==> config.mk <==
export PLATFORM = sky130hd
export DESIGN_NAME = demux_reg_bank_8x8
export DESIGN_NICKNAME = d
export VERILOG_FILES = /design/src/rtl/demux_reg_bank_8x8.sv
export SDC_FILE = /design/constraint.sdc
export NUM_CORES = 1
export LEC_CHECK = 0
export ABC_CLOCK_PERIOD_IN_PS = 5950
export CORE_MARGIN = 4
export CORE_UTILIZATION = 50
export CTS_BUF_LIST = sky130_fd_sc_hd__clkbuf_8
export CTS_CLUSTER_SIZE = 10
export DETAILED_ROUTE_END_ITERATION = 12
export PLACE_DENSITY = 0.84
export SETUP_SLACK_MARGIN = 0.3
export SLEW_MARGIN = 0
export SYNTH_ARGS = -nofsm -noshare
export SYNTH_HDL_FRONTEND = slang
export SYNTH_SLANG_ARGS = --single-unit
==> constraint.sdc <==
create_clock -name clk -period 5.95 [get_ports clk]
set_input_delay 1.19 -clock clk [delete_from_list [all_inputs] [get_ports clk]]
set_output_delay 1.19 -clock clk [all_outputs]
set_load 0.01 [all_outputs]
==> src/rtl/demux_reg_bank_8x8.sv <==
// demux_reg_bank_8x8: 8-entry register bank behind the SAP demux, with round-robin dirty drain port
module demux_reg_bank_8x8 #(
  parameter int WIDTH = 8
) (
  input  logic             clk,
  input  logic             rst,
  input  logic [WIDTH-1:0] in0,
  input  logic [WIDTH-1:0] in1,
  input  logic [WIDTH-1:0] in2,
  input  logic [WIDTH-1:0] in3,
  input  logic [WIDTH-1:0] in4,
  input  logic [WIDTH-1:0] in5,
  input  logic [WIDTH-1:0] in6,
  input  logic [WIDTH-1:0] in7,
  input  logic [2:0]       sel,
  input  logic             wr,
  output logic [WIDTH-1:0] q0,
  output logic [WIDTH-1:0] q1,
  output logic [WIDTH-1:0] q2,
  output logic [WIDTH-1:0] q3,
  output logic [WIDTH-1:0] q4,
  output logic [WIDTH-1:0] q5,
  output logic [WIDTH-1:0] q6,
  output logic [WIDTH-1:0] q7,
  output logic [7:0]       dirty,
  output logic             drain_valid,
  input  logic             drain_ready,
  output logic [2:0]       drain_idx,
  output logic [WIDTH-1:0] drain_data
);
  typedef enum logic {IDLE, PRESENT} state_t;
  state_t           state_q, state_d;
  logic [WIDTH-1:0] regs_q [8];
  logic [WIDTH-1:0] regs_d [8];
  logic [WIDTH-1:0] lanes  [8];
  logic [7:0]       dirty_q, dirty_d;
  logic [2:0]       ptr_q, ptr_d, idx_q, idx_d, pick;
  logic [WIDTH-1:0] data_q, data_d;
  logic             found;
  assign lanes = '{in0, in1, in2, in3, in4, in5, in6, in7};
  // first dirty entry at or after ptr, wrapping modulo 8
  always_comb begin
    found = 1'b0;
    pick  = ptr_q;
    for (int i = 0; i < 8; i++) begin
      if (!found && dirty_q[ptr_q + 3'(i)]) begin
        found = 1'b1;
        pick  = ptr_q + 3'(i);
      end
    end
  end
  // the write is applied last so a same-edge set beats the drain clear
  always_comb begin
    state_d = state_q;
    ptr_d   = ptr_q;
    idx_d   = idx_q;
    data_d  = data_q;
    dirty_d = dirty_q;
    regs_d  = regs_q;
    if (state_q == IDLE && found) begin
      dirty_d[pick] = 1'b0;
      idx_d         = pick;
      data_d        = regs_q[pick];
      state_d       = PRESENT;
    end
    if (state_q == PRESENT && drain_ready) begin
      ptr_d   = idx_q + 3'd1;
      state_d = IDLE;
    end
    if (wr) begin
      regs_d[sel]  = lanes[sel];
      dirty_d[sel] = 1'b1;
    end
  end
  always_ff @(posedge clk or posedge rst) begin
    if (rst) begin
      state_q <= IDLE;
      regs_q  <= '{default: '0};
      dirty_q <= '0;
      ptr_q   <= '0;
      idx_q   <= '0;
      data_q  <= '0;
    end else begin
      state_q <= state_d;
      regs_q  <= regs_d;
      dirty_q <= dirty_d;
      ptr_q   <= ptr_d;
      idx_q   <= idx_d;
      data_q  <= data_d;
    end
  end
  assign {q7, q6, q5, q4, q3, q2, q1, q0} =
    {regs_q[7], regs_q[6], regs_q[5], regs_q[4], regs_q[3], regs_q[2], regs_q[1], regs_q[0]};
  assign dirty       = dirty_q;
  assign drain_valid = (state_q == PRESENT);
  assign drain_idx   = idx_q;
  assign drain_data  = data_q;
endmodule

==> results of run 1 <==
[cell usage after synthesis (4+ instances only)]
cell	instances	area (sq um)
o21ai_0	37	185
mux4_2	33	743
nand2b_1	4	25.0
o21ai_1	4	20.0
buf_2	7	35.0
dfrtp_1	87	2180
mux2_2	4	45.0
clkbuf_1	23	86.3
inv_1	8	30.0
nor2_1	40	150
a21o_1	5	37.5
a22o_1	16	140
nand3_1	5	25.0
o31ai_2	8	100
a21oi_1	38	190
mux2i_1	47	470
nand2_1	53	199
[per-layer routing]
layer / vias to the layer above / GRT usage, % / wire, microns
met5: - / 0 / 0
met4: 0 / 14.8 / 917
met3: 58 / 6.30 / 1390
met2: 276 / 51.7 / 9350
met1: 2427 / 31.7 / 6000
li1: 2148 / - / -
[how the worst min path moves through the flow]
stage | from | slack [ps] | depth (start not counted) | endpoint
final | q5[5] | 520 | 2 | q5[5]
after global routing | q3[3] | 560 | 2 | q3[3]
after floorplan | drain_data[0] | 530 | 2 | drain_data[0]
after detailed placement | q7[0] | 510 | 2 | q7[0]
after CTS | q3[3] | 520 | 2 | q3[3]
after global placement | q3[7] | 490 | 2 | q3[7]
[worst min-delay path, delay by kind of cell (launching register included)]
family / cells / cell delay [ps]
AO/OA/AOI/OAI: 1 / 60
AND/OR/NAND/NOR: 1 / 50
flip-flops: 1 / 370
[stage by stage]
stage,hold WS [ps],cell area (sq um),total power [mW],instances
2_1_floorplan,529,5350,3.16,498
3_3_place_gp,489,6980,4.04,761
3_5_place_dp,507,6980,4.06,761
4_1_cts,525,7180,4.50,777
5_1_grt,562,7180,4.78,777
6_report,520,7180,4.53,777
[state kept, by name, indices dropped and copies added (netlist names)]
signal	count
dirty	8
drain_data	8
q0	8
q1	8
q2	8
q3	8
q4	8
q5	8
q6	8
q7	8
drain_idx	3
ptr_q	3
drain_valid	1
[cell families (layout without fill, tap and decap cells)]
logic type               count (synthesis)  count (layout)  share of synthesized area (%)
AO/OA/AOI/OAI                          135             135                           17.3
XOR/XNOR                                 6               6                          0.982
adder cells (fa/ha/maj)                  3               3                          0.702
buffers and inverters                   46             189                           3.95
flip-flops                              87              87                           40.7
multiplexers                            89              89                           24.8
AND/OR/NAND/NOR                        132             132                           11.6
[report_power, final]
part / switching (mW) / leakage [nW] / internal (mW)
combinational: 1.60 / 1.86 / 1.48
sequential: 0.257 / 1.03 / 0.766
clock: 0.219 / 0.0989 / 0.207
total: 2.08 / 2.99 / 2.45
[final cells by class]
class                      count  area share, %
clock inverter                 6          0.941
timing repair buffer         164           22.5
sequential                    87           30.3
tap                          136           2.37
multi-input combinational    365           41.5
inverter                       9          0.488
clock buffer                  10           1.92
==> impl_results.md, run 1 <==
* Setup TNS at 0 ps
* Worst setup margin at 1570 ps
* Crit Path Max Fanout at 39
* Worst setup path start: ptr_q[0]
* Clk_lat worst skew at around 360 ps
* Via count at 4909
* Total wire length at 17.7 mm
* Syn-to-layout area delta at 34.3%
* Fraction of registers with async set/reset at 100%
* Tcrit/Tclk final at 73.7%
* Vias in the first global route at between 5000 and 6000
* Die H at 111 microns
* Via/cell ratio at 6.32
* Residual DRC at 0
* Seq/Total Area, Yosys at 40.7%
* Antenna Violating Nets Remaining at 0
* Fillers at 779
* Worst path cell trace: inv_2 -> ha_1 -> mux4_2 -> mux2_2 -> o32a_4 -> o31ai_1 -> nor2_1 -> xnor2_2 -> buf_4 -> mux2i_1 -> a22o_1 -> o31ai_2
* CTS hold repair buffers at 0
* Number of synthesized flops with an enable pin at 0
* Die X at roughly 110 microns
* Post-CTS Resized at 0
* CTS clk-pin slew, worst paths at 90 ps
* DRC marker count from the first detailed-route iteration at 401
* Worst slew margin at approximately a fifth
* First-pass GRT wire length at 27.9 mm
* Starting Density at between 50% and 60%
* Net Count, Synth at 572
* Netlist cell types at between 60 and 70
* Post-CTS Setup Bufs at 0
* Drt wl/cell at 22.7 microns
* GR Util All Layers at 28.7%
* Reg2reg path depth at 12
* Final Slew Violations at 0
* ANT cells at 0
* Worst path top cell family by delay: compound AO/OA/AOI/OAI gates
* Layout Utilization at between 60% and 70%
* Worst path required time at 6220 ps
* Final hold vios at 0
* Most frequent cells in the layout: clkdlybuf4s50_1 (154), dfrtp_1 (87), nand2_1 (53)
* Least-Margin Pin Slew at between 1000 and 1500 ps
* Grt total ovfl at 0
* Final Skew at 11.5 ps
* # setup viols final at 0
* Setup CP Type: flip-flop to flip-flop
* Crit path capture: drain_data[0]
* Setup WS pre-CTS at 1610 ps
* Mapped cell area at about 5400 sq um
* Fmax at between 200 and 250 MHz
* Num rows at 37
* PD cells at about 630 nW/um^2
* Post-DP HPWL at 13.4 mm
* Unrepaired setup endpoints after global routing: no
* Final Wtd Congestion at 1.01
* Slowest CP cell: ha_1
* Clock tree buffer depth at 2
* CTS tree: done
* Ports at 155
* Synth Flop Type: dfrtp_1
* CTS buffer count at 9
* Worst r2r src: ptr_q[0]
* Worst r2r dst: drain_data[0]
* CP Launch Type: flip-flop
* Buf/Inv on CP at 2
* Syn avg cell area at 10.7 sq um
* CP Capture Type: flip-flop
* Core area at 10400 sq um
* Layout Nets at 710
* Initial antenna violation count at 0
* Static Leak at 2.99 nW
* Status: finished clean
* Share of layout cells above drive strength 1 at 13.7%
* Worst Hold Class: flip-flop to flip-flop
* Pin count of the biggest net entering global routing at slightly above 50
* Synth Register Bits at 87
* Max-Cap Viols at 0
* Cell count after synthesis at 498
* Synth Warn # at 0
* VDD IR max at 0.000509 V
* Slowest stage delay, CP at 750 ps
* Storage cell area at 2180 sq um
* CP arrival at 4660 ps
* TritonCTS Sinks at 87
* Multi-input gate area at 2980 sq um
* Most common cell after layout, fill and taps aside: clkdlybuf4s50_1
* CTS H-tree lvls at 3
* DRT Pass-1 Iters at 5
* DIE AREA at 12400 sq um
* R2R Setup Slk at about 1600 ps
* Fin crit period at about 4400 ps
* Critical Path Stages at 12
* I/O Buffers at 154
* Clk Tree Root Cell: clkbuf_8
No activity file was read; power rests on OpenSTA's default activity.
==> run 2, diff against run 1 <==
--- a/config.mk
+++ b/config.mk
@@ -5,7 +5,7 @@
 export SDC_FILE = /design/constraint.sdc
 export NUM_CORES = 1
 export LEC_CHECK = 0
-export ABC_CLOCK_PERIOD_IN_PS = 5950
+export ABC_CLOCK_PERIOD_IN_PS = 4400
 export CORE_MARGIN = 4
 export CORE_UTILIZATION = 50
 export CTS_BUF_LIST = sky130_fd_sc_hd__clkbuf_8
==> constraint.sdc (replaced) <==
create_clock -name clk -period 4.4 [get_ports clk]
set_input_delay 0.88 -clock clk [delete_from_list [all_inputs] [get_ports clk]]
set_output_delay 0.88 -clock clk [all_outputs]
set_load 0.01 [all_outputs]
==> impl_results.md, run 2 (synthesized netlist as in run 1, its figures left out) <==
* Ports at ~160
* Clk_lat worst skew at 360 ps
* Storage cell area at 2180 sq um
* Fillers at about 750
* Crit path capture: drain_data[0]
* CP Capture Type: flip-flop
* Slowest stage delay, CP at about 520 ps
* DRC marker count from the first detailed-route iteration at between 300 and 400
* Static Leak at around 3 nW
* Clk Tree Root Cell: clkbuf_8
* Crit Path Max Fanout at 10
* PD cells at 873 nW/um^2
* TritonCTS Sinks at 87
* ANT cells at 0
* Vias in the first global route at 5189
* Reg2reg path depth at 12
* Placed cells at 771
* Unrepaired setup endpoints after global routing: yes
* Worst path required time at around 4700 ps
* Max-Cap Viols at 0
* Initial antenna violation count at 0
* GR Util All Layers at 28.5%
* Core area at slightly above 10000 sq um
* Fin crit period at roughly 4000 ps
* CTS H-tree lvls at 3
* Syn-to-layout area delta at 36.9%
* Status: finished clean
* Worst path cell trace: inv_1 -> ha_2 -> buf_4 -> mux2_1 -> mux4_2 -> a311oi_1 -> o22ai_1 -> a221oi_2 -> a211oi_4 -> and2_2 -> a22o_1 -> o31ai_2
* Die X at roughly 110 microns
* Layout Utilization at 70.6%
* Post-DP HPWL at 13.4 mm
* Via/cell ratio at between 6 and 7
* Worst Hold Class: flip-flop to flip-flop
* CTS clk-pin slew, worst paths at 90 ps
* Post-DP Area at 7080 sq um
* Worst setup path start: ptr_q[1]
* CTS tree: done
* CTS buffer count at 9
* Residual DRC at 0
* Num rows at 37
* Tcrit/Tclk final at 90.6%
* Grt total ovfl at 0
* I/O Buffers at between 150 and 200
* R2R Setup Slk at 410 ps
* Share of layout cells above drive strength 1 at 16.4%
* CP arrival at ~4300 ps
* Slowest CP cell: mux4_2
* DIE AREA at around 12000 sq um
* Multi-input gate area at around 3000 sq um
* Least-Margin Pin Slew at 1000 ps
* Post-route insts no fill at between 700 and 800
* Worst r2r src: ptr_q[1]
* DRT Pass-1 Iters at 7
* Layout Nets at just over 700
* Most frequent cells in the layout: clkdlybuf4s50_1 (154), dfrtp_1 (87), nand2_1 (53)
* Fmax at 251 MHz
* Fin area at 7330 sq um
* Total wire length at 17.7 mm
* Setup CP Type: flip-flop to flip-flop
* First-pass GRT wire length at 27.9 mm
* Worst slew margin at 33.1%
* Final Slew Violations at 0
* Clock tree buffer depth at 2
* Setup TNS at 0 ps
* Via count at 4866
* Drt wl/cell at 22.5 microns
* Final Wtd Congestion at around 0.90
* Final Skew at 12.6 ps
* Final hold vios at 0
* Worst r2r dst: drain_data[0]
* # setup viols final at 0
* CP Launch Type: flip-flop
* Antenna Violating Nets Remaining at 0
* Pin count of the biggest net entering global routing at 45
* Die H at 111 microns
* Starting Density at between 50% and 60%
* VDD IR max at 0.000653 V
* Hold_ws at 516 ps
* Most common cell after layout, fill and taps aside: clkdlybuf4s50_1
-- run 2: cell count changes in the layout (fill, tap and decap cells not counted), sizes merged --
cell,delta
buf,+10
inv,+1
clkinv,-1
-- run 2: worst min path at each step --
stage | to | cells past startpoint | startpoint
3_5_place_dp | q5[3] | 2 | q5[3]
5_1_grt | q5[3] | 2 | q5[3]
4_1_cts | q5[3] | 2 | q5[3]
2_1_floorplan | drain_data[0] | 2 | drain_data[0]
6_report | q5[3] | 2 | q5[3]
3_3_place_gp | q5[7] | 2 | q5[7]
-- run 2: cell type report --
cell class | count | share of cell area [%]
Inverter | 9 | 0.478
Tap cell | 136 | 2.32
Clock inverter | 6 | 0.922
Clock buffer | 10 | 1.88
Sequential cell | 87 | 29.7
Multi-Input combinational cell | 365 | 41.4
Timing Repair Buffer | 174 | 23.3
-- run 2: critical path, delay by kind of cell, from the launching register on --
kind | cells | cell delay, ps
simple gates | 1 | 300
compound gates | 6 | 1600
buf+inv | 2 | 310
fa+ha+maj | 1 | 440
mux | 2 | 870
flops | 1 | 360
-- run 2: layer usage --
layer	global-route usage, %	share of wire, %	up-vias
met1	32.4	37	2411
met3	6.14	6.4	60
met4	14.3	4.6	0
li1	-	-	2156
met2	50.7	52	239
met5	0	0	-
-- run 2: power by group --
part	internal (mW)	total, mW	switching [mW]	leakage [nW]
clock	0.281	0.576	0.295	0.0993
combinational	2.15	4.43	2.28	1.91
sequential	1.04	1.38	0.346	1.03
-- run 2: per-stage QoR --
stage | setup WS [ps] | total power [mW]
after global placement | 395 | 5.60
after global routing | 287 | 6.74
after floorplan | 362 | 4.27
final | 415 | 6.39
after detailed placement | 349 | 5.65
after CTS | 324 | 6.25
-- run 2: what timing repair did --
action	in CTS	in global routing
buffers inserted	0	0
setup endpoints to repair	0	11
resized for setup	0	9
hold buffers	0	0
==> run 3, diff against run 2 <==
--- a/config.mk
+++ b/config.mk
@@ -6,7 +6,6 @@
 export NUM_CORES = 1
 export LEC_CHECK = 0
 export ABC_CLOCK_PERIOD_IN_PS = 4400
-export CORE_MARGIN = 4
 export CORE_UTILIZATION = 50
 export CTS_BUF_LIST = sky130_fd_sc_hd__clkbuf_8
 export CTS_CLUSTER_SIZE = 10
==> impl_results.md, run 3 (synthesized netlist as in run 1, its figures left out) <==
* Status: finished clean
* Psw at 2.93 mW
* CP arrival at 4190 ps
* Worst Hold Class: flip-flop to flip-flop
* Static Leak at 3.07 nW
* GR Util All Layers at 31.9%
* Post-DP HPWL at about 13 mm
* Num rows at 37
* Layout Nets at 728
* Die X at between 100 and 150 microns
* Core area at 10400 sq um
* Fmax at 255 MHz
* Grt total ovfl at 0
* Starting Density at 51.6%
* Pin count of the biggest net entering global routing at 52
* Pint at 3.52 mW
* Setup TNS at 0 ps
* Syn-to-layout area delta at 37.4%
* Drt wl/cell at 21.7 microns
* Ports at 155
* Final Slew Violations at 0
* CP Capture Type: flip-flop
* PD cells at 878 nW/um^2
* Storage cell area at 2180 sq um
* DIE AREA at around 11000 sq um
* CTS H-tree lvls at 3
* Clock network fraction of total power at 7.8%
* CP Launch Type: flip-flop
* Initial antenna violation count at 0
* TritonCTS Sinks at 87
* Residual DRC at 0
* Logic pwr share at 70.8%
* Final Skew at 10.5 ps
* Fillers at 754
* Multi-input gate area at roughly 3000 sq um
* Total wire length at 17.3 mm
* I/O Buffers at 154
* Reg power frac at a little over a fifth
* CTS tree: done
* Most common cell after layout, fill and taps aside: clkdlybuf4s50_1
* Die H at about 110 microns
* Least-Margin Pin Slew at 974 ps
* Max-Cap Viols at 0
* Antenna Violating Nets Remaining at 0
* DRT Pass-1 Iters at 5
* First-pass GRT wire length at 26.9 mm
* CTS hold repair buffers at 0
* Clock tree buffer depth at 2
* Final Wtd Congestion at 0.894
* Via count at about 4900
* Unrepaired setup endpoints after global routing: yes
* Worst path required time at 4660 ps
* Setup CP Type: flip-flop to flip-flop
* Via/cell ratio at 6.21
* CTS buffer count at 9
* CTS clk-pin slew, worst paths at ~90 ps
* Share of layout cells above drive strength 1 at 16.7%
* Final hold vios at 0
* Vias in the first global route at 5146
* ANT cells at 0
* # setup viols final at 0
* Clk_lat worst skew at about 360 ps
* Tcrit/Tclk final at between 80% and 90%
* Worst slew margin at 34.9%
* DRC marker count from the first detailed-route iteration at 350
* VDD IR max at 0.000592 V
* Fin crit period at between 3000 and 4000 ps
* Switching Share at 45.4%
* Most frequent cells in the layout: clkdlybuf4s50_1 (154), dfrtp_1 (87), nand2_1 (53)
* Hold_ws at 523 ps
* Crit Path Max Fanout at 11
* Clk Tree Root Cell: clkbuf_8
run 3: path summary, 6_finish.rpt:
check,slack [ps],endpoint,cells past startpoint,startpoint
worst max register to register,470,drain_data[2],13,ptr_q[0]
worst min register to register,520,q5[1],2,q5[1]
worst min-delay path,520,q5[1],2,q5[1]
worst max-delay path,470,drain_data[2],13,ptr_q[0]
min in group asynchronous,980,q6[1],2,rst
max in group asynchronous,2640,q6[7],3,rst
run 3: per-layer routing:
metal  vias to the layer above  track usage [%]  part of all wire [%]
li1                       2168                -                     -
met1                      2419             37.3                    36
met2                       295             55.6                    53
met3                        58             4.39                   6.0
met4                         0             19.3                   5.5
met5                         -                0                     0
run 3: per-stage QoR:
step | cells | power, mW | util [%] | cell area, sq um | setup slack [ps]
global route | 795 | 6.76 | 70.9 | 7350 | 283
finish | 795 | 6.46 | 70.9 | 7350 | 473
global placement | 775 | 5.58 | 68.5 | 7110 | 390
detailed placement | 775 | 5.65 | 68.5 | 7110 | 193
floorplan | 498 | 4.27 | - | 5350 | 362
CTS | 791 | 6.20 | 70.3 | 7290 | 307
run 3: power groups by stage:
| stage | registers, mW | logic [mW] | clock network [mW] |
|---|---|---|---|
| after floorplan | 1.33 | 2.93 | 0 |
| after global placement | 1.38 | 4.20 | 0 |
| after detailed placement | 1.38 | 4.26 | 0 |
| after CTS | 1.37 | 4.33 | 0.504 |
| after global routing | 1.40 | 4.83 | 0.531 |
| final | 1.38 | 4.57 | 0.502 |
run 3: timing repair:
item | in CTS | in global routing
endpoints found under the setup margin | 9 | 13
resized for setup | 2 | 6
setup buffers | 0 | 4
pin swaps | 0 | 2
run 3: layout make-up:
type	instances	share of cell area, %
sequential	87	29.6
clock inverter	7	0.664
tap	136	2.32
clock buffer	9	1.69
timing repair buffer	182	24.2
inverter	9	0.477
multi-input combinational	365	41.1
run 3: critical path: stages, from the launching register on:
cell,delay [ps]
dfrtp_1,370
inv_2,100
ha_2,410
buf_4,230
mux2_1,360
mux4_2,540
a31o_1,240
nor2_1,120
o21ai_1,100
a211oi_2,570
nor2_1,110
buf_4,210
a22o_1,250
o31ai_2,190
